File: src/rtl/port_uart_pkg.sv
// Shared definitions for the CPU-port UART transmitter: FSM encoding and
// bit positions of the request and status words.
package port_uart_pkg;

  typedef enum logic [1:0] {
    IDLE  = 2'd0,
    START = 2'd1,
    DATA  = 2'd2,
    STOP  = 2'd3
  } tx_state_e;

  localparam int ACK       = 0;
  localparam int FULL      = 1;
  localparam int BUSY      = 2;
  localparam int COUNT_LSB = 8;
  localparam int REQ       = 8;

endpackage

File: src/rtl/port_uart_tx_byte_fifo.sv
// Circular-buffer FIFO with a combinational read port so the head entry is
// available in the same cycle it is popped.
module byte_fifo #(
  parameter int WIDTH      = 8,
  parameter int DEPTH_LOG2 = 4
) (
  input  logic                  clk,
  input  logic                  rst,
  input  logic                  push,
  input  logic [WIDTH-1:0]      push_data,
  input  logic                  pop,
  output logic [WIDTH-1:0]      pop_data,
  output logic                  full,
  output logic                  empty,
  output logic [DEPTH_LOG2:0]   count
);

  localparam int DEPTH = 1 << DEPTH_LOG2;
  localparam logic [DEPTH_LOG2:0] FULL_COUNT = {1'b1, {DEPTH_LOG2{1'b0}}};

  logic [WIDTH-1:0]      mem_q [DEPTH];
  logic [DEPTH_LOG2-1:0] wr_ptr_q, wr_ptr_d;
  logic [DEPTH_LOG2-1:0] rd_ptr_q, rd_ptr_d;
  logic [DEPTH_LOG2:0]   count_q, count_d;
  logic                  push_ok, pop_ok;

  assign full     = (count_q == FULL_COUNT);
  assign empty    = (count_q == '0);
  assign count    = count_q;
  assign pop_data = mem_q[rd_ptr_q];
  assign push_ok  = push && !full;
  assign pop_ok   = pop && !empty;

  always_comb begin
    wr_ptr_d = wr_ptr_q;
    rd_ptr_d = rd_ptr_q;
    count_d  = count_q;
    if (push_ok) wr_ptr_d = wr_ptr_q + 1'b1;
    if (pop_ok)  rd_ptr_d = rd_ptr_q + 1'b1;
    case ({push_ok, pop_ok})
      2'b10:   count_d = count_q + 1'b1;
      2'b01:   count_d = count_q - 1'b1;
      default: count_d = count_q;
    endcase
  end

  // Storage is left unreset; only the pointers define validity.
  always_ff @(posedge clk) begin
    if (push_ok) mem_q[wr_ptr_q] <= push_data;
  end

  always_ff @(posedge clk or posedge rst) begin
    if (rst) begin
      wr_ptr_q <= '0;
      rd_ptr_q <= '0;
      count_q  <= '0;
    end else begin
      wr_ptr_q <= wr_ptr_d;
      rd_ptr_q <= rd_ptr_d;
      count_q  <= count_d;
    end
  end

endmodule

File: src/rtl/port_uart_tx.sv
// CPU output-port console: toggle-handshake byte writes are queued and sent
// as 8N1 frames; handshake and status are returned on the CPU input port.
module port_uart_tx
  import port_uart_pkg::*;
#(
  parameter int CLK_DIV         = 16,
  parameter int FIFO_DEPTH_LOG2 = 4,
  parameter int WIDTH_D         = 32
) (
  input  logic               clk,
  input  logic               reset,
  input  logic [WIDTH_D-1:0] cpu_port_out,
  output logic [WIDTH_D-1:0] cpu_port_in,
  output logic               uart_txd
);

  localparam logic [15:0] RELOAD = 16'(CLK_DIV - 1);

  logic                     req_seen_q, req_seen_d;
  logic                     fifo_push, fifo_pop, fifo_full, fifo_empty;
  logic [7:0]               fifo_pop_data;
  logic [FIFO_DEPTH_LOG2:0] fifo_count;
  tx_state_e                state_q, state_d;
  logic [15:0]              cnt_q, cnt_d;
  logic [2:0]               bit_idx_q, bit_idx_d;
  logic [7:0]               shift_q, shift_d;
  logic                     txd_q, txd_d;
  logic [WIDTH_D-1:0]       status_q, status_d;
  logic                     unused_port_bits;

  assign unused_port_bits = ^{cpu_port_out[WIDTH_D-1:REQ+1]};

  // A pending request simply waits here while the FIFO is full.
  assign fifo_push  = (cpu_port_out[REQ] != req_seen_q) && !fifo_full;
  assign req_seen_d = fifo_push ? cpu_port_out[REQ] : req_seen_q;

  byte_fifo #(
    .WIDTH      (8),
    .DEPTH_LOG2 (FIFO_DEPTH_LOG2)
  ) u_fifo (
    .clk       (clk),
    .rst       (reset),
    .push      (fifo_push),
    .push_data (cpu_port_out[7:0]),
    .pop       (fifo_pop),
    .pop_data  (fifo_pop_data),
    .full      (fifo_full),
    .empty     (fifo_empty),
    .count     (fifo_count)
  );

  always_comb begin
    state_d   = state_q;
    cnt_d     = cnt_q;
    bit_idx_d = bit_idx_q;
    shift_d   = shift_q;
    txd_d     = txd_q;
    fifo_pop  = 1'b0;
    case (state_q)
      IDLE: begin
        txd_d = 1'b1;
        if (!fifo_empty) begin
          fifo_pop = 1'b1;
          shift_d  = fifo_pop_data;
          txd_d    = 1'b0;
          cnt_d    = RELOAD;
          state_d  = START;
        end
      end
      START: begin
        if (cnt_q == '0) begin
          txd_d     = shift_q[0];
          bit_idx_d = '0;
          cnt_d     = RELOAD;
          state_d   = DATA;
        end else begin
          cnt_d = cnt_q - 1'b1;
        end
      end
      DATA: begin
        if (cnt_q == '0) begin
          cnt_d = RELOAD;
          if (bit_idx_q == 3'd7) begin
            txd_d   = 1'b1;
            state_d = STOP;
          end else begin
            shift_d   = {1'b0, shift_q[7:1]};
            bit_idx_d = bit_idx_q + 3'd1;
            txd_d     = shift_q[1];
          end
        end else begin
          cnt_d = cnt_q - 1'b1;
        end
      end
      STOP: begin
        if (cnt_q == '0) begin
          // Chain straight into the next frame when data is waiting.
          if (!fifo_empty) begin
            fifo_pop = 1'b1;
            shift_d  = fifo_pop_data;
            txd_d    = 1'b0;
            cnt_d    = RELOAD;
            state_d  = START;
          end else begin
            txd_d   = 1'b1;
            state_d = IDLE;
          end
        end else begin
          cnt_d = cnt_q - 1'b1;
        end
      end
      default: state_d = IDLE;
    endcase
  end

  always_comb begin
    status_d       = '0;
    status_d[ACK]  = req_seen_q;
    status_d[FULL] = fifo_full;
    status_d[BUSY] = !fifo_empty || (state_q != IDLE);
    status_d[COUNT_LSB +: FIFO_DEPTH_LOG2 + 1] = fifo_count;
  end

  always_ff @(posedge clk or posedge reset) begin
    if (reset) begin
      req_seen_q <= 1'b0;
      state_q    <= IDLE;
      cnt_q      <= '0;
      bit_idx_q  <= '0;
      shift_q    <= '0;
      txd_q      <= 1'b1;
      status_q   <= '0;
    end else begin
      req_seen_q <= req_seen_d;
      state_q    <= state_d;
      cnt_q      <= cnt_d;
      bit_idx_q  <= bit_idx_d;
      shift_q    <= shift_d;
      txd_q      <= txd_d;
      status_q   <= status_d;
    end
  end

  assign cpu_port_in = status_q;
  assign uart_txd    = txd_q;

endmodule

File: config.mk
export PLATFORM = sky130hd
export DESIGN_NAME = port_uart_tx
export DESIGN_NICKNAME = d
export VERILOG_FILES = /design/src/rtl/port_uart_pkg.sv /design/src/rtl/port_uart_tx_byte_fifo.sv /design/src/rtl/port_uart_tx.sv
export SDC_FILE = /design/constraint.sdc
export NUM_CORES = 1
export LEC_CHECK = 0
export CAP_MARGIN = 10
export CORE_MARGIN = 5
export CORE_UTILIZATION = 55
export DETAILED_ROUTE_END_ITERATION = 8
export PLACE_DENSITY_LB_ADDON = 0.1
export SLEW_MARGIN = 15
export SYNTH_ARGS = -nofsm -noshare
export SYNTH_HDL_FRONTEND = slang
export SYNTH_SLANG_ARGS = --single-unit
File: constraint.sdc
create_clock -name clk -period 8 [get_ports clk]
set_input_delay 1.6 -clock clk [delete_from_list [all_inputs] [get_ports clk]]
set_output_delay 1.6 -clock clk [all_outputs]
set_load 0.02 [all_outputs]
# Yosys cells after proc, flatten, opt, wreduce, memory -nomap -nowiden
# Memories as Yosys holds them, arrays and structs flattened.
# Index checks and enable logic that the tools add are counted.
dict set report word_totals {
  ff_bits 52
  ramBits 128
  inputBits 34
  out_inout_bits 33
  n_memories 1
}
# name words width read_ports rd_ports_with_merged_regs write_ports line_no
set mem_list {}
lappend mem_list {u_fifo.mem_q 16 8 1 0 1 port_uart_tx_byte_fifo.sv:21} ;# logic [WIDTH-1:0] mem_q [DEPTH];
dict set report op_classes {
  addsub 6
  eq_ne 14
  mux 32
  n_reduce_logical 18
}
# op n
set op_table {}
lappend op_table {{16-bit two-way mux} 3}
lappend op_table {{16-bit case mux with 3 select lines} 1}
lappend op_table {{8-bit two-way mux} 4}
lappend op_table {{8-bit case mux with 3 select lines} 1}
lappend op_table {{16-bit logical NOT} 1}
lappend op_table {{16-bit by 1-bit subtractor with 16-bit output, second input constant} 1}
lappend op_table {{2-bit inequality test, second input constant} 6}
lappend op_table {{1-bit two-way mux} 10}
lappend op_table {{2-bit two-way mux} 5}
lappend op_table {{5-bit case mux with 2 select lines} 1}
lappend op_table {{3-bit two-way mux} 3}
lappend op_table {{4-bit by 1-bit adder with 4-bit output, second input constant} 2}
lappend op_table {{2-bit case mux with 4 select lines} 1}
lappend op_table {{4-bit AND reduction} 2}
lappend op_table {{2-bit equality test, second input constant} 3}
lappend op_table {{3-bit case mux with 2 select lines} 1}
lappend op_table {{2-bit nonzero test} 3}
lappend op_table {{5-bit by 1-bit adder with 5-bit output, second input constant} 1}
lappend op_table {{5-bit equality test, second input constant} 1}
lappend op_table {{5-bit logical NOT} 1}
lappend op_table {{5-bit AND reduction} 1}
lappend op_table {{5-bit by 1-bit subtractor with 5-bit output, second input constant} 1}
lappend op_table {{2-bit by 1-bit equality test with 1-bit output, second input constant} 2}
lappend op_table {{1-bit case mux with 4 select lines} 1}
lappend op_table {{other kinds (11)} 14}

# Longest topological paths before layout
# Gate-level depths: netlist of the first run.
dict set report logic_depth {
  ltp_word 7
  ltp_mapped 14
  mapped_depth_nobuf 13
}

# Modules after synthesis
# A second synthesis of the first run with hierarchy kept.
dict set report unflattened {
  hier_cells 554
  hier_area_um2 8066.5
}
# module n_inst cells_each area_per_inst_um2 seq_area_each_um2
set by_module_without_submodules {}
lappend by_module_without_submodules {byte_fifo 1 333 5796.8 4169.0}
lappend by_module_without_submodules {port_uart_tx 1 221 2269.7 977.2}

# Worst setup path after synthesis of the first run
# OpenSTA, ideal clock, no wires.
dict set report synth_timing {
  path_type {input to register}
  from {in cpu_port_out[8]}
  to {reg u_fifo.count_q[4], in the netlist u_fifo.count[4]}
  t_arrival_ns 3.470
  t_required_ns 7.919
  slack_ns 4.449
  path_stages 10
  path_buffers 0
  cell_sequence {xnor2_1 a21oi_1 inv_1 ha_1 ha_1 nor2b_1 o21ai_0 a21oi_1 nor3_1 xor2_1}
}
dict set report synth_between {
  elab_chain_len 5
}
# item line_no
set synth_lines {}
lappend synth_lines {{from (decl)} port_uart_tx.sv:12} ;# input logic [WIDTH_D-1:0] cpu_port_out,
lappend synth_lines {{1-bit inequality test (*)} port_uart_tx.sv:34} ;# assign fifo_push = (cpu_port_out[REQ] != req_seen_q) && !fifo_full;
lappend synth_lines {{1-bit logical AND (*)} port_uart_tx.sv:34}
lappend synth_lines {{1-bit logical AND (*)} port_uart_tx_byte_fifo.sv:31} ;# assign push_ok = push && !full;
lappend synth_lines {{2-bit by 1-bit equality test with 1-bit output or 2-bit equality test (tied branches)} port_uart_tx_byte_fifo.sv:40} ;# case ({push_ok, pop_ok})
lappend synth_lines {{5-bit case mux with 2 select lines or 2-bit nonzero test (tied branches)} n/a}
lappend synth_lines {{to (signal assigned)} port_uart_tx_byte_fifo.sv:60} ;# count_q <= count_d;
lappend synth_lines {{to (decl)} port_uart_tx_byte_fifo.sv:24} ;# logic [DEPTH_LOG2:0] count_q, count_d;
# Every way passes the cells marked *; elsewhere a longest branch is shown, timed or not.
# A chain may end at the register's enable or synchronous reset.

# Worst setup path after layout of the first run
# Same ends and word-level chain as after synthesis.

==> results of run 1 <==
-- placed cells by master (no fill, tap or decap), types with 3 or more instances in the layout --
| cell | instances |
|---|---|
| edfxtp_1 | 128 |
| dfrtp_1 | 50 |
| nand2_1 | 36 |
| nor2_1 | 35 |
| mux2i_1 | 26 |
| conb_1 | 24 |
| inv_1 | 23 |
| mux4_2 | 22 |
| clkdlybuf4s50_1 | 19 |
| a21oi_1 | 18 |
| a31oi_1 | 18 |
| ha_1 | 17 |
| clkbuf_16 | 17 |
| nand3_1 | 14 |
| o21ai_0 | 10 |
| xnor2_1 | 8 |
| mux2_2 | 8 |
| nor2b_1 | 8 |
| nor3_1 | 7 |
| a22oi_1 | 6 |
| nor3_2 | 5 |
| inv_6 | 5 |
| buf_4 | 5 |
| nor4_1 | 4 |
| nand2b_1 | 4 |
| nand4_1 | 4 |
| o22a_1 | 4 |
| xor2_1 | 4 |
| a32oi_1 | 4 |
| inv_8 | 4 |
| o2111ai_1 | 3 |
| clkinv_2 | 3 |
| a211oi_1 | 3 |
-- stage by stage --
stage / power, mW / cell area (um2) / utilization (%) / std cells
finish: 3.44 / 8870 / 61.3 / 776
global route: 3.65 / 8870 / 61.3 / 776
CTS: 3.44 / 8860 / 61.2 / 776
detailed placement: 2.67 / 8310 / 57.4 / 744
global placement: 2.62 / 8310 / 57.4 / 744
floorplan: 2.36 / 8160 / - / 586
-- layout make-up --
cell class	instances	area (um2)	share of cell area (%)
Sequential cell	180	5150	58.0
Multi-Input combinational cell	332	2630	29.6
Clock buffer	19	433	4.88
Tap cell	184	230	2.60
Timing Repair Buffer	24	228	2.57
Clock inverter	13	116	1.31
Inverter	24	91.3	1.03
-- logic make-up after synthesis --
logic type / after synthesis / share of synthesized area, %
buffers and inverters: 74 / 5.04
adders and majority gates: 18 / 2.88
AOI/OAI and AO/OA: 91 / 8.11
DFF: 180 / 63.8
xor gates and xnor gates: 12 / 1.30
muxes: 57 / 10.6
other: 1 / 0.0465
and+or+nand+nor: 130 / 8.22
-- power by group through the flow --
| stage | clock, mW | combinational, mW | sequential [mW] |
|---|---|---|---|
| floorplan | 0 | 1.04 | 1.32 |
| global placement | 0 | 1.26 | 1.35 |
| detailed placement | 0 | 1.30 | 1.37 |
| CTS | 0.792 | 1.31 | 1.35 |
| global route | 0.834 | 1.44 | 1.37 |
| finish | 0.779 | 1.31 | 1.35 |
-- per-layer routing --
| layer | global-route usage [%] | vias up | wire, um |
|---|---|---|---|
| met2 | 27.2 | 130 | 7240 |
| li1 | - | 2129 | - |
| met1 | 25.5 | 2292 | 6670 |
| met5 | 0 | - | 0 |
| met4 | 5.77 | 0 | 270 |
| met3 | 4.17 | 19 | 992 |
-- state kept, by name (all words and copies together) (netlist names) --
signal	flops
cpu_port_in	8
req_seen_q	1
u_fifo.mem_q	128
state_q	2
shift_q	8
u_fifo.rd_ptr_q	4
u_fifo.count	5
uart_txd	1
bit_idx_q	3
u_fifo.wr_ptr_q	4
cnt_q	16
-- critical path, cell delays in order --
cell and delay (ns):
clkdlybuf4s50_1 0.43, xnor2_1 0.13, a21oi_1 0.52, inv_1 0.13, ha_1 0.28, ha_1 0.33
nor2b_1 0.14, o21ai_0 0.21, a21oi_1 0.10, nor3_1 0.23, xor2_1 0.18
-- worst paths after layout --
path                                      start                  to  slack, ns  cells after the start
worst min register to register       req_seen_q      cpu_port_in[0]       0.44                      0
worst max-delay path            cpu_port_out[8]     u_fifo.count[4]       4.05                     11
worst min-delay path                 req_seen_q      cpu_port_in[0]       0.44                      0
max in group asynchronous                 reset  u_fifo.rd_ptr_q[1]       5.74                      2
worst max register to register        cnt_q[12]     u_fifo.count[4]       4.52                     11
min in group asynchronous                 reset  u_fifo.rd_ptr_q[1]       1.67                      2
==> impl_metrics.json, run 1 <==
{
  "status": "finished, final reports clean",
  "peakVddDrop_mv": 0.366,
  "post-place-ws_ns": 3.64,
  "pwr-share-comb_pct": 38.1,
  "drive_above_1_share_pct": 14.7,
  "relSlewSlack_pct": 27.1,
  "grt.total_usage_pct": 17.8,
  "arrival_ns": 4.30,
  "fill_cells": 1098,
  "h-tree-depth": 4,
  "worst_hold_path_type": "flop to flop",
  "synth_top_area_share_pct": 47.6,
  "setup_viol": 0,
  "power.share.clock_pct": 22.7,
  "avgSynthCellArea_um2": 14.3,
  "synth_seq_cells": 180,
  "hpwl_mm": 9.84,
  "fin_tns_setup_ns": 0,
  "cts_hold_buf": 0,
  "power_switching_share_pct": 37.3,
  "switchingPower_mw": 1.28,
  "die_y_um": 131,
  "grt_pass1_vias": 4458,
  "drt_iter0_markers": 388,
  "post_cts_buffers": 0,
  "synth_area_leader_cell": "edfxtp_1",
  "fin_crit_ns": 3.95,
  "tightest_slew_ns": 1.09,
  "fp.coreArea_mm2": 0.0145,
  "p_int_mw": 2.16,
  "drtAntennaViolNets": 0,
  "cts_resized": 0,
  "rows": 44,
  "dieWidth_um": 131,
  "setup_slack_ns": 4.05,
  "max-clock-path-buffers": 2,
  "cp_max_fo": 9,
  "ys_types": 65,
  "grt_pass1_wl_mm": 24.0,
  "synthToLayoutAreaGrowth_pct": 9.94,
  "period_share_pct": 49.4,
  "crit_path_end_kind": "flop",
  "clk_pin_slew_worst_paths_ns": 0.07,
  "whs_ns": 0.438,
  "place_congestion": 0.761,
  "overflow": 0,
  "start_util_pct": 55.7,
  "wl_per_cell_um": 19.6,
  "async_reset_ff_share_pct": 28.9,
  "synth_area_mm2": 0.00807,
  "cts_tree": "built",
  "synth_seq_area_share_pct": 63.8,
  "p_leak_nw": 3.22,
  "drt_pass1_iterations": 4,
  "cp-start-kind": "primary input",
  "numClockSinks": 180,
  "pwr-share-seq_pct": 39.2,
  "netlist_instances": 563,
  "grt_max_degree": 53,
  "antenna_found_initial": 0,
  "synth.most_common_cell": "edfxtp_1",
  "criticalPathCategory": "primary input to flop",
  "synthFlopType": "edfxtp_1",
  "num_antenna_cells": 0,
  "slew_violations": 0,
  "rsz0062_at_grt": "false",
  "port_buffers": 19,
  "max_freq_mhz": 253,
  "clk_latency_ns": 0.43,
  "routed-via-count": 4570,
  "ys_warn_count": 0,
  "die_area_mm2": 0.0172,
  "route.detailed.drc": 0,
  "finalHoldViolCount": 0,
  "synth_edf_count": 128,
  "synth_commonest_cells": "128 x edfxtp_1, 51 x dfrtp_1, 36 x nand2_1",
  "skew_ns": 0.00727,
  "cts_root_buffer": "clkbuf_16",
  "final_nets": 631,
  "synthTopCellsByArea": "edfxtp_1 48%, dfrtp_1 16%, mux4_2 6.1%",
  "ioPinCount": 67,
  "crit_required_ns": 8.35,
  "postRouteWirelength_mm": 15.2,
  "cts_buffers": 17,
  "vias_per_cell": 5.89,
  "cap_violations": 0,
  "power_per_cell_area_mw_per_mm2": 387
}
Note: power is estimated with default switching activity, not from simulation.
==> inputs of run 2 (changes only) <==
Clock period 8 ns to 4 ns, I/O delays scaled along.
==> run 2 against run 1 <==
Net effect:
- critical path depth did not move
- total power is 100% higher
- first-iteration DRC count is 12% lower
- clock power rose by 110%
- sequential cell count did not move
- clock-buffer cell count down 2
- largest power group unchanged
==> impl_metrics.json, run 2 (same netlist as run 1, synthesis figures left out) <==
{
  "p_leak_nw": 3.28,
  "max_freq_mhz": 290,
  "postPlaceCellArea_mm2": 0.00837,
  "total_power_mw": 6.99,
  "final_nets": 640,
  "cts_resized": 0,
  "place_inst": 753,
  "tightest_slew_ns": 0.984,
  "die_area_mm2": 0.0172,
  "dr_wl_met2_mm": 7.15,
  "setup_viol": 0,
  "die_y_um": 131,
  "worst_hold_path_type": "flop to flop",
  "crit_required_ns": 4.35,
  "critPathSlowestCell": "nor4_4",
  "drive_above_1_share_pct": 16.0,
  "wl_per_cell_um": 19.3,
  "cp_cell_sequence": "nor4_4 -> o2111ai_1 -> o32ai_2 -> ha_1 -> inv_1 -> fa_1 -> nor2b_1 -> o21ai_0 -> and3_1 -> nor3_1 -> xor2_1",
  "drt_pass1_iterations": 4,
  "grt_pass1_vias": 4570,
  "grt_pass1_wl_mm": 24.6,
  "routed-via-count": 4522,
  "synthToLayoutAreaGrowth_pct": 11.3,
  "fin_cells": 785,
  "cp_max_fo": 9,
  "drtAntennaViolNets": 0,
  "fp.coreArea_mm2": 0.0145,
  "max_flop_register": "u_fifo.mem_q",
  "rows": 44,
  "h-tree-depth": 4,
  "fin_crit_ns": 3.45,
  "drt_iter0_markers": 342,
  "power_per_cell_area_mw_per_mm2": 778,
  "num_antenna_cells": 0,
  "fin_tns_setup_ns": 0,
  "post-place-ws_ns": 0.622,
  "cap_violations": 0,
  "cts_hold_buf": 0,
  "post_cts_buffers": 0,
  "cts_root_buffer": "clkbuf_16",
  "highest_layer": "met4",
  "status": "finished, final reports clean",
  "largest_register_ffs": 128,
  "route.detailed.drc": 0,
  "setup_slack_ns": 0.549,
  "layout_commonest_cell": "edfxtp_1",
  "grt.total_usage_pct": 18.3,
  "cts_buffers": 17,
  "port_buffers": 19,
  "peakVddDrop_mv": 0.380,
  "cts_tree": "built",
  "clk_latency_ns": 0.43,
  "rsz0062_at_grt": "false",
  "cp-start-kind": "flop",
  "criticalPathCategory": "flop to flop",
  "overflow": 0,
  "slew_violations": 0,
  "skew_ns": 0.00871,
  "design_area_mm2": 0.00898,
  "crit_path_end_kind": "flop",
  "relSlewSlack_pct": 34.1,
  "hpwl_mm": 9.99,
  "finalHoldViolCount": 0,
  "period_share_pct": 86.3,
  "antenna_found_initial": 0,
  "met1_length_mm": 7.10,
  "clk_pin_slew_worst_paths_ns": 0.07,
  "start_util_pct": 55.7,
  "fill_cells": 1071,
  "place_congestion": 0.780,
  "slowest_delay_ns": 0.66,
  "grt_max_degree": 37,
  "postRouteWirelength_mm": 15.2,
  "layout_common_cells": "128 x edfxtp_1, 50 x dfrtp_1, 36 x nand2_1",
  "top_regs": "u_fifo.mem_q: 128 flops, cnt_q: 16 flops",
  "ioPinCount": 67,
  "arrival_ns": 3.80,
  "dieWidth_um": 131,
  "met3_length_um": 757,
  "max-clock-path-buffers": 2,
  "numClockSinks": 180,
  "vias_per_cell": 5.76
}
## run 2: changes by cell type in the layout (fill, tap and decap cells not counted), sizes merged
cell,previous run,this run
clkinvlp,0,1
buf,5,14
bufinv,0,1
clkbuf,19,17
## run 2: cell type report
type | instances | area [um2] | share of cell area, %
Tap cell | 184 | 230 | 2.56
Multi-Input combinational cell | 332 | 2620 | 29.1
Timing Repair Buffer | 33 | 295 | 3.29
Inverter | 24 | 90.1 | 1.00
Sequential cell | 180 | 5150 | 57.3
Clock buffer | 17 | 425 | 4.74
Clock inverter | 15 | 176 | 1.96
## run 2: routing by layer
layer | vias to the layer above | global-route usage, %
met5 | - | 0
met4 | 0 | 5.37
met3 | 15 | 4.13
met2 | 110 | 28.4
met1 | 2263 | 26.3
li1 | 2134 | -
## run 2: metrics by stage
stage	hold WS [ns]	utilization, %
detailed placement	0.410	57.8
floorplan	0.352	-
CTS	0.425	62.0
global placement	0.398	57.8
global route	0.447	62.0
finish	0.422	62.0
## run 2: worst max-delay path, delay by kind of cell, from the launching register on
kind                       cells  cell delay (ns)
AOI/OAI and AO/OA              3             0.72
buffers and inverters          1             0.10
DFF                            1             0.48
and+or+nand+nor                4             1.14
adders and majority gates      2             0.77
xor gates and xnor gates       1             0.17
## run 2: power breakdown
part           internal, mW  total, mW  switching [mW]
registers              2.38       2.81           0.429
logic                  1.13       2.51            1.38
clock network         0.896       1.67           0.770
total                  4.41       6.99            2.58
## run 2: worst paths after layout
path	depth (start not counted)	end	slack (ns)	from
worst min register to register	0	cpu_port_in[0]	0.42	req_seen_q
max in group asynchronous	3	uart_txd	2.39	reset
worst min-delay path	0	cpu_port_in[0]	0.42	req_seen_q
worst max register to register	11	u_fifo.count[4]	0.55	cnt_q[12]
min in group asynchronous	2	u_fifo.wr_ptr_q[1]	0.83	reset
worst max-delay path	11	u_fifo.count[4]	0.55	cnt_q[12]
==> inputs of run 3 (changes only) <==
Settings changed: CORE_MARGIN 5 to not set, CORE_UTILIZATION 55 to 35.
==> run 3 against run 2 <==
Net effect:
- fmax up 2.8%
- wire length up 8.6%
- sequential share of layout area down 1.2 points
- clock skew up 0.0043 ns
- sequential cell count unchanged
- first-iteration DRC count down 5.3%
- total power up 0.63%
- clock-buffer cell count unchanged
- critical path type unchanged
- critical endpoint unchanged
==> impl_metrics.json, run 3 (same netlist as run 1, synthesis figures left out) <==
{
  "largest_register_ffs": 128,
  "design_area_mm2": 0.00917,
  "crit_required_ns": 4.35,
  "drt_pass1_iterations": 4,
  "regToRegSetupSlack_ns": 0.64,
  "grt.total_usage_pct": 15.0,
  "cts_buffers": 17,
  "overflow": 0,
  "holdPathEnd": "cpu_port_in[0]",
  "cp_max_fo": 11,
  "power_per_cell_area_mw_per_mm2": 767,
  "slowest_delay_ns": 0.47,
  "drive_above_1_share_pct": 17.2,
  "numClockSinks": 180,
  "clk_latency_ns": 0.43,
  "cts_root_buffer": "clkbuf_16",
  "status": "finished, final reports clean",
  "postRouteWirelength_mm": 16.5,
  "rsz0062_at_grt": "false",
  "h-tree-depth": 4,
  "reg2reg_depth": 13,
  "post_cts_buffers": 0,
  "hold_depth": 0,
  "layout_commonest_cell": "edfxtp_1",
  "fin_crit_ns": 3.36,
  "cts_resized": 0,
  "setup_viol": 0,
  "dieWidth_um": 154,
  "p_leak_nw": 3.33,
  "reg2reg_to": "u_fifo.count[4]",
  "whs_ns": 0.422,
  "fin_cells": 898,
  "worst_hold_path_type": "flop to flop",
  "cp-start-kind": "flop",
  "cts_tree": "built",
  "place_congestion": 0.732,
  "peakVddDrop_mv": 0.274,
  "multiInputGateArea_mm2": 0.00261,
  "die_y_um": 154,
  "route.detailed.drc": 0,
  "criticalPathCategory": "flop to flop",
  "finalHoldViolCount": 0,
  "fin_tns_setup_ns": 0,
  "place_inst": 865,
  "drt_iter0_markers": 324,
  "worstReg2RegStart": "state_q[0]",
  "grt_pass1_wl_mm": 26.2,
  "relSlewSlack_pct": 37.0,
  "crit_path_end_kind": "flop",
  "grt_pass1_vias": 4588,
  "die_area_mm2": 0.0237,
  "vias_per_cell": 5.09,
  "routed-via-count": 4572,
  "fill_cells": 2099,
  "synthToLayoutAreaGrowth_pct": 13.6,
  "layout_common_cells": "128 x edfxtp_1, 50 x dfrtp_1, 36 x nand2_1",
  "antenna_found_initial": 1,
  "hpwl_mm": 11.2,
  "max_freq_mhz": 298,
  "period_share_pct": 83.9,
  "skew_ns": 0.0130,
  "start_util_pct": 35.6,
  "clk_pin_slew_worst_paths_ns": 0.06,
  "ioPinCount": 67,
  "grt_max_degree": 32,
  "max-clock-path-buffers": 2,
  "hp-start": "req_seen_q",
  "port_buffers": 19,
  "arrival_ns": 3.70,
  "crit_top_cell": "inv_1",
  "top_regs": "u_fifo.mem_q: 128 flops, cnt_q: 16 flops",
  "cp_cell_sequence": "inv_1 -> ha_1 -> inv_1 -> o2111ai_1 -> o32ai_2 -> ha_1 -> inv_1 -> fa_1 -> nor2b_1 -> o21ai_0 -> and3_1 -> nor3_1 -> xor2_1",
  "final_nets": 651,
  "critPathSlowestCell": "ha_1",
  "wl_per_cell_um": 18.3,
  "tightest_slew_ns": 0.945,
  "cts_hold_buf": 0,
  "slew_violations": 0,
  "max_flop_register": "u_fifo.mem_q",
  "regArea_mm2": 0.00515,
  "cap_violations": 0,
  "rows": 55,
  "fp.coreArea_mm2": 0.0226,
  "postPlaceCellArea_mm2": 0.00858,
  "drtAntennaViolNets": 0
}
## run 3: cell count changes in the layout (fill, tap and decap cells not counted)
cell	change
diode_2	+1
a211oi_4	-1
clkinv_4	-2
clkinv_8	-1
clkinv_1	+2
buf_4	+11
a211oi_2	+1
inv_8	+1
## run 3: report_power, final
part           switching, mW  total [mW]  internal (mW)
combinational           1.40        2.57           1.17
sequential             0.420        2.80           2.38
clock                  0.771        1.66          0.889
## run 3: worst max-delay path, delay by kind of cell (launching register included)
family	cells	cell delay, ns
buffers and inverters	3	0.38
DFF	1	0.43
and+or+nand+nor	3	0.49
AOI/OAI and AO/OA	3	0.59
xor gates and xnor gates	1	0.16
adders and majority gates	3	1.22
## run 3: layout make-up
type	count	area share, %
multi-input combinational	332	28.4
clock inverter	15	1.76
clock buffer	17	4.64
tap	285	3.89
sequential	180	56.1
timing repair buffer	44	4.12
antenna	1	0.0273
inverter	24	0.983
## run 3: worst max-delay path by stage
| stage | from | to | slack [ns] | depth (start not counted) |
|---|---|---|---|---|
| after floorplan | state_q[0] | u_fifo.count[4] | 1.05 | 14 |
| after global placement | state_q[0] | u_fifo.count[4] | 0.68 | 13 |
| after detailed placement | state_q[0] | u_fifo.count[4] | 0.65 | 13 |
| after CTS | state_q[0] | u_fifo.count[4] | 0.62 | 13 |
| after global routing | cnt_q[0] | u_fifo.count[4] | 0.49 | 13 |
| final | state_q[0] | u_fifo.count[4] | 0.64 | 13 |
## run 3: through the flow
| stage | worst slack (ns) | power, mW | util (%) |
|---|---|---|---|
| after floorplan | 1.05 | 4.72 | - |
| after global placement | 0.680 | 5.39 | 37.9 |
| after detailed placement | 0.646 | 5.45 | 37.9 |
| after CTS | 0.620 | 7.13 | 40.5 |
| after global routing | 0.486 | 7.52 | 40.5 |
| final | 0.642 | 7.03 | 40.5 |
## run 3: per-layer routing
layer | wire, um | vias to the layer above | share of wire [%] | track usage [%]
met5 | 0 | - | 0 | 0
met3 | 724 | 14 | 4.4 | 3.27
met1 | 7220 | 2298 | 44 | 18.9
li1 | - | 2167 | - | -
met4 | 252 | 0 | 1.5 | 4.90
met2 | 8270 | 93 | 50 | 25.5
